--- src/rtl/muldiv_iter.sv ---
// muldiv_iter: iterative multiply / divide / multiply-accumulate engine.
// One bit is resolved per clock in CALC (shift-add for multiply,
// restoring shift-subtract for divide); FIX applies signs and accumulation.
module muldiv_iter #(
  parameter int WIDTH = 32,
  parameter int OP_W  = 3
) (
  input  logic               clk,
  input  logic               rst,
  input  logic               start_i,
  input  logic               annul_i,
  input  logic [OP_W-1:0]    op_i,
  input  logic [WIDTH-1:0]   opdata1_i,
  input  logic [WIDTH-1:0]   opdata2_i,
  input  logic [2*WIDTH-1:0] acc_i,
  output logic [2*WIDTH-1:0] result_o,
  output logic               ready_o,
  output logic               busy_o,
  output logic               div_zero_o
);

  localparam int CW = $clog2(WIDTH + 1);
  localparam logic [CW-1:0] LAST_COUNT = CW'(WIDTH - 1);

  localparam logic [OP_W-1:0] OP_DIV   = OP_W'(2);
  localparam logic [OP_W-1:0] OP_DIVU  = OP_W'(3);
  localparam logic [OP_W-1:0] OP_MADD  = OP_W'(4);
  localparam logic [OP_W-1:0] OP_MADDU = OP_W'(5);
  localparam logic [OP_W-1:0] OP_MSUB  = OP_W'(6);
  localparam logic [OP_W-1:0] OP_MSUBU = OP_W'(7);

  typedef enum logic [1:0] {IDLE, CALC, FIX, DONE} state_t;

  state_t             state_reg, state_next;
  logic [OP_W-1:0]    op_reg, op_next;
  logic [2*WIDTH-1:0] acc_reg, acc_next;
  logic [WIDTH-1:0]   a_reg, a_next;        // |multiplicand|
  logic [WIDTH-1:0]   b_reg, b_next;        // |multiplier| or |divisor|
  logic [2*WIDTH-1:0] prod_reg, prod_next;  // product, or {remainder, quotient}
  logic [CW-1:0]      count_reg, count_next;
  logic               neg_res_reg, neg_res_next;
  logic               neg_rem_reg, neg_rem_next;
  logic [2*WIDTH-1:0] result_reg, result_next;
  logic               div_zero_reg, div_zero_next;

  // Decode of the incoming request and of the latched operation
  logic               in_div, in_signed, in_a_neg, in_b_neg;
  logic [WIDTH-1:0]   in_a_abs, in_b_abs;
  logic               cur_div, cur_signed, cur_acc, cur_sub;

  assign in_div    = (op_i == OP_DIV) || (op_i == OP_DIVU);
  assign in_signed = ~op_i[0];
  assign in_a_neg  = in_signed & opdata1_i[WIDTH-1];
  assign in_b_neg  = in_signed & opdata2_i[WIDTH-1];
  assign in_a_abs  = in_a_neg ? -opdata1_i : opdata1_i;
  assign in_b_abs  = in_b_neg ? -opdata2_i : opdata2_i;

  assign cur_div    = (op_reg == OP_DIV) || (op_reg == OP_DIVU);
  assign cur_signed = ~op_reg[0];
  assign cur_sub    = (op_reg == OP_MSUB) || (op_reg == OP_MSUBU);
  assign cur_acc    = (op_reg == OP_MADD) || (op_reg == OP_MADDU) || cur_sub;

  // Per-iteration datapath and final sign/accumulate correction
  logic [WIDTH-1:0]   mul_addend;
  logic [WIDTH:0]     mul_sum;
  logic [WIDTH:0]     div_shift;
  logic [WIDTH-1:0]   div_diff;
  logic               div_ge;
  logic [WIDTH-1:0]   quo_fix, rem_fix;
  logic [2*WIDTH-1:0] prod_fix, fix_value;

  // Combinational step logic for CALC and correction logic for FIX
  always_comb begin
    mul_addend = prod_reg[0] ? a_reg : {WIDTH{1'b0}};
    mul_sum    = {1'b0, prod_reg[2*WIDTH-1:WIDTH]} + {1'b0, mul_addend};
    div_shift  = {prod_reg[2*WIDTH-1:WIDTH], prod_reg[WIDTH-1]};
    div_ge     = (div_shift >= {1'b0, b_reg});
    // The true difference is below the divisor, so WIDTH bits suffice
    div_diff   = div_shift[WIDTH-1:0] - b_reg;
    quo_fix    = neg_res_reg ? -prod_reg[WIDTH-1:0] : prod_reg[WIDTH-1:0];
    rem_fix    = neg_rem_reg ? -prod_reg[2*WIDTH-1:WIDTH] : prod_reg[2*WIDTH-1:WIDTH];
    prod_fix   = neg_res_reg ? -prod_reg : prod_reg;
    if (cur_div) begin
      fix_value = {rem_fix, quo_fix};
    end else if (cur_sub) begin
      fix_value = acc_reg - prod_fix;
    end else if (cur_acc) begin
      fix_value = acc_reg + prod_fix;
    end else begin
      fix_value = prod_fix;
    end
  end

  // Next-state and register-update logic; annul overrides every state
  always_comb begin
    state_next    = state_reg;
    op_next       = op_reg;
    acc_next      = acc_reg;
    a_next        = a_reg;
    b_next        = b_reg;
    prod_next     = prod_reg;
    count_next    = count_reg;
    neg_res_next  = neg_res_reg;
    neg_rem_next  = neg_rem_reg;
    result_next   = result_reg;
    div_zero_next = div_zero_reg;

    case (state_reg)
      IDLE: begin
        if (start_i) begin
          op_next      = op_i;
          acc_next     = acc_i;
          a_next       = in_a_abs;
          b_next       = in_b_abs;
          neg_res_next = in_a_neg ^ in_b_neg;
          neg_rem_next = in_a_neg;
          count_next   = '0;
          result_next  = '0;
          if (in_div) begin
            prod_next = {{WIDTH{1'b0}}, in_a_abs};
          end else begin
            prod_next = {{WIDTH{1'b0}}, in_b_abs};
          end
          if (in_div && (opdata2_i == '0)) begin
            div_zero_next = 1'b1;
            state_next    = DONE;
          end else begin
            div_zero_next = 1'b0;
            state_next    = CALC;
          end
        end
      end
      CALC: begin
        if (cur_div) begin
          prod_next = {(div_ge ? div_diff : div_shift[WIDTH-1:0]),
                       prod_reg[WIDTH-2:0], div_ge};
        end else begin
          prod_next = {mul_sum, prod_reg[WIDTH-1:1]};
        end
        count_next = count_reg + CW'(1);
        if (count_reg == LAST_COUNT) begin
          state_next = FIX;
        end
      end
      FIX: begin
        result_next = fix_value;
        state_next  = DONE;
      end
      DONE: begin
        if (!start_i) begin
          result_next   = '0;
          div_zero_next = 1'b0;
          state_next    = IDLE;
        end
      end
      default: state_next = IDLE;
    endcase

    if (annul_i) begin
      state_next    = IDLE;
      result_next   = '0;
      div_zero_next = 1'b0;
    end
  end

  // State and datapath registers with asynchronous active-low clear
  always_ff @(posedge clk or negedge rst) begin
    if (!rst) begin
      state_reg    <= IDLE;
      op_reg       <= '0;
      acc_reg      <= '0;
      a_reg        <= '0;
      b_reg        <= '0;
      prod_reg     <= '0;
      count_reg    <= '0;
      neg_res_reg  <= 1'b0;
      neg_rem_reg  <= 1'b0;
      result_reg   <= '0;
      div_zero_reg <= 1'b0;
    end else begin
      state_reg    <= state_next;
      op_reg       <= op_next;
      acc_reg      <= acc_next;
      a_reg        <= a_next;
      b_reg        <= b_next;
      prod_reg     <= prod_next;
      count_reg    <= count_next;
      neg_res_reg  <= neg_res_next;
      neg_rem_reg  <= neg_rem_next;
      result_reg   <= result_next;
      div_zero_reg <= div_zero_next;
    end
  end

  assign result_o   = result_reg;
  assign div_zero_o = div_zero_reg;
  assign ready_o    = (state_reg == DONE);
  assign busy_o     = (state_reg == CALC) || (state_reg == FIX);

endmodule

--- config.mk ---
export PLATFORM = sky130hd
export DESIGN_NAME = muldiv_iter
export DESIGN_NICKNAME = d
export VERILOG_FILES = /design/src/rtl/muldiv_iter.sv
export SDC_FILE = /design/constraint.sdc
export NUM_CORES = 1
export LEC_CHECK = 0
export ABC_AREA = 0
export BUFFER_PORTS_ARGS = -buffer_cell sky130_fd_sc_hd__buf_2
export CORE_UTILIZATION = 55
export DETAILED_ROUTE_END_ITERATION = 8
export PLACE_DENSITY = 0.74
export SLEW_MARGIN = 0
export SYNTH_ARGS = -nofsm -noshare
export SYNTH_HDL_FRONTEND = slang
export SYNTH_SLANG_ARGS = --single-unit
--- constraint.sdc ---
create_clock -name clk -period 10.5 [get_ports clk]
set_input_delay 0.525 -clock clk [delete_from_list [all_inputs] [get_ports clk]]
set_output_delay 0.525 -clock clk [all_outputs]
set_load 0.02 [all_outputs]
==> flow_metrics.tcl <==
set metrics [dict create \
    fin_nets 3848 \
    clk_path_buf_depth 3 \
    synthCells 3441 \
    totalWireLength_um 98800 \
    setup_viol 0 \
    path_common_cell "a21oi_1" \
    post_cts_buffers 0 \
    via_per_inst 6.54 \
    synth_top_area_share_pct 25.5 \
    max_freq_ghz 0.135 \
    clk_pin_slew_ns 0.06 \
    crit_path_end_kind "register" \
    core_region_area_mm2 0.0470 \
    rsz0062_at_grt "false" \
    place_area_mm2 0.0277 \
    drive_gt1_share_pct 11.3 \
    hp-class "in -> async" \
    syn_nets 3796 \
    drtAntennaViolNets 0 \
    max-cap-violations 0 \
    tns_ns 0 \
    crit_chain "nor4_1 > nand3_1 > or3_1 > or2_1 > or4_1 > nor4_2 > nand2_1 > nand2_1 > xor2_1 > inv_1 > ha_1 > inv_1 > a21oi_1 > o21bai_1 > a21o_1 > a221o_1 > a211oi_1 > a21oi_1 > a31oi_1 > a21oi_1 > xnor2_1 > mux2i_1 > a22o_1" \
    syn_area_per_cell_um2 7.69 \
    ys_ff_latch 269 \
    track_usage_pct 39.5 \
    numPortBuffers 201 \
    yosys.area.top_type "dfrtp_1" \
    max_slew_margin_pct 10.8 \
    placed_cells_incl_taps 4064 \
    hold_viol_final 0 \
    syn_area_mm2 0.0264 \
    synth_edf_count 0 \
    synth.distinct_cells 87 \
    grt_max_degree 162 \
    cp.required_ns 10.96 \
    multiInputGateArea_mm2 0.0183 \
    ctsHoldBuffers 0 \
    cts_tree "built" \
    cp_max_fo 12 \
    report.final.slew_viol_count 0 \
    timing.final.crit_share_pct 70.5 \
    worstMarginPinSlew_ns 1.33 \
    num_rows 79 \
    grt_pass1_vias 25365 \
    dp.final_hpwl_um 76300 \
    crit_type "reg -> reg" \
    seq_area_mm2 0.00674 \
    cp_slowest_cell "nor4_1" \
    crit_path_max_incr_delay_ns 0.69 \
    drt_iter0_drc 3157 \
    finClkSkew_ns 0.0231 \
    cts_buffers 34 \
    overflow 0 \
    ios 202 \
    synth_common_cells "nand2_1, a21oi_1, o21ai_0, dfrtp_1, nor2_1" \
    cts.sinks 269 \
    crit_buf_inv 2 \
    yosys_warnings 0 \
    min_period_ns 7.40 \
    dieArea_mm2 0.0490 \
    wire_per_inst_um 24.0 \
    ys_seq_area_share_pct 25.5 \
    pre_cts_ws_ns 3.26 \
    clkLatencyLatePin_ns 0.57 \
    die_y_um 221 \
    area_growth_pct 8.80 \
    yosysMostFrequentCell "nand2_1" \
    worstPathArrival_ns 7.86 \
    async_flop_share_pct 100 \
    antenna_found_initial 1 \
    route.detailed.drc 0 \
    synth_area_leaders "dfrtp_1, ha_1, a21oi_1" \
    drtPass1Iterations 8 \
    start_kind "register" \
    gp_congestion 1.06 \
    die_x_um 221 \
    synth_flop_cell "dfrtp_1" \
    diodes 0 \
    ctsResizeCount 0 \
    crit_family "simple AND/OR/NAND/NOR gates" \
    fillCellCount 4215 \
    final.setup.worst_slack_ns 3.10 \
    grt_pass1_wl_um 150000 \
    design_area_mm2 0.0288 \
    htree_levels 2 \
    vias 26946 \
    root_buffer "clkbuf_16" \
    status "finished clean" \
    finalNonFillerCells 4119 \
    initial_core_util_pct 56.3 \
]
## worst paths after layout
path	end	from	slack, ns	cells past startpoint
worst max-delay path	result_o[53]	prod_reg[7]	3.10	23
worst min-delay path	result_o[16]	rst	0.02	1
worst max register to register	result_o[53]	prod_reg[7]	3.10	23
worst min register to register	result_o[25]	result_o[25]	0.47	2
max in group asynchronous	op_reg[1]	rst	8.91	2
min in group clk	acc_reg[54]	acc_i[54]	0.18	2
## cells by family (layout without fill, tap and decap cells)
family                     Yosys count  after routing  share of synthesized area [%]
xor gates and xnor gates           274            274                           9.13
buffers and inverters              401            472                           5.74
AOI/OAI and AO/OA                 1103           1103                           26.0
muxes                              105            105                           4.39
and+or+nand+nor                   1069           1069                           18.7
DFF                                269            269                           25.5
adders and majority gates          220            220                           10.5
## layer usage
layer  wire length [um]  vias to the layer above  global-route usage (%)
met3               9710                      267                    7.06
met4               5420                        2                    19.9
met5                 11                        -                       0
li1                   -                    12325                       -
met2              40700                     1518                    57.4
met1              43000                    12834                    56.2
## cell type report
class	instances	area share, %
clock buffers	42	3.20
clock inverters	13	0.604
inverters	192	2.50
multi-input cells	2771	63.4
flip-flops and latches	269	23.4
well taps	607	2.64
repair buffers	225	4.20
## per-stage QoR
step	utilization, %	hold slack, ns
after floorplan	-	0.229
after global placement	59.0	0.459
after detailed placement	59.0	0.463
after CTS	61.3	0.0604
after global routing	61.3	0.0869
final	61.3	0.0151
## placed cells by master, fill, tap and decap left out, types with 19 or more instances in the layout
| cell | netlist | layout |
|---|---|---|
| nand2_1 | 413 | 412 |
| a21oi_1 | 327 | 326 |
| o21ai_0 | 285 | 284 |
| dfrtp_1 | 269 | 266 |
| nor2_1 | 266 | 264 |
| ha_1 | 216 | 216 |
| buf_2 | 2 | 200 |
| inv_1 | 188 | 188 |
| xnor2_1 | 151 | 151 |
| xor2_1 | 121 | 121 |
| mux2_2 | 78 | 78 |
| a21o_1 | 73 | 73 |
| nor3_1 | 65 | 65 |
| o31ai_1 | 56 | 56 |
| and2_1 | 48 | 48 |
| nand3_1 | 46 | 46 |
| o21bai_1 | 42 | 42 |
| a211oi_1 | 40 | 40 |
| a31oi_1 | 39 | 39 |
| nand4_1 | 38 | 38 |
| nand2b_1 | 38 | 37 |
| nor4_1 | 34 | 34 |
| clkbuf_16 | 0 | 34 |
| nor2b_1 | 31 | 31 |
| a221o_1 | 30 | 30 |
| mux2i_1 | 26 | 26 |
| o21ai_1 | 25 | 25 |
| or3_1 | 24 | 24 |
| buf_4 | 1 | 23 |
| o211ai_1 | 22 | 22 |
| a22oi_1 | 19 | 19 |
## worst register-to-register path, delay by kind of cell (launching register included)
kind | cells | cell delay [ns]
AND/OR/NAND/NOR | 8 | 2.93
AO/OA/AOI/OAI | 9 | 2.56
multiplexers | 1 | 0.09
buffers and inverters | 2 | 0.27
flip-flops | 1 | 0.45
XOR/XNOR | 2 | 0.47
adder cells (fa/ha/maj) | 1 | 0.54
Power is not shown: default switching activity piles up to over one toggle a cycle in this logic, so the estimate is an artifact.
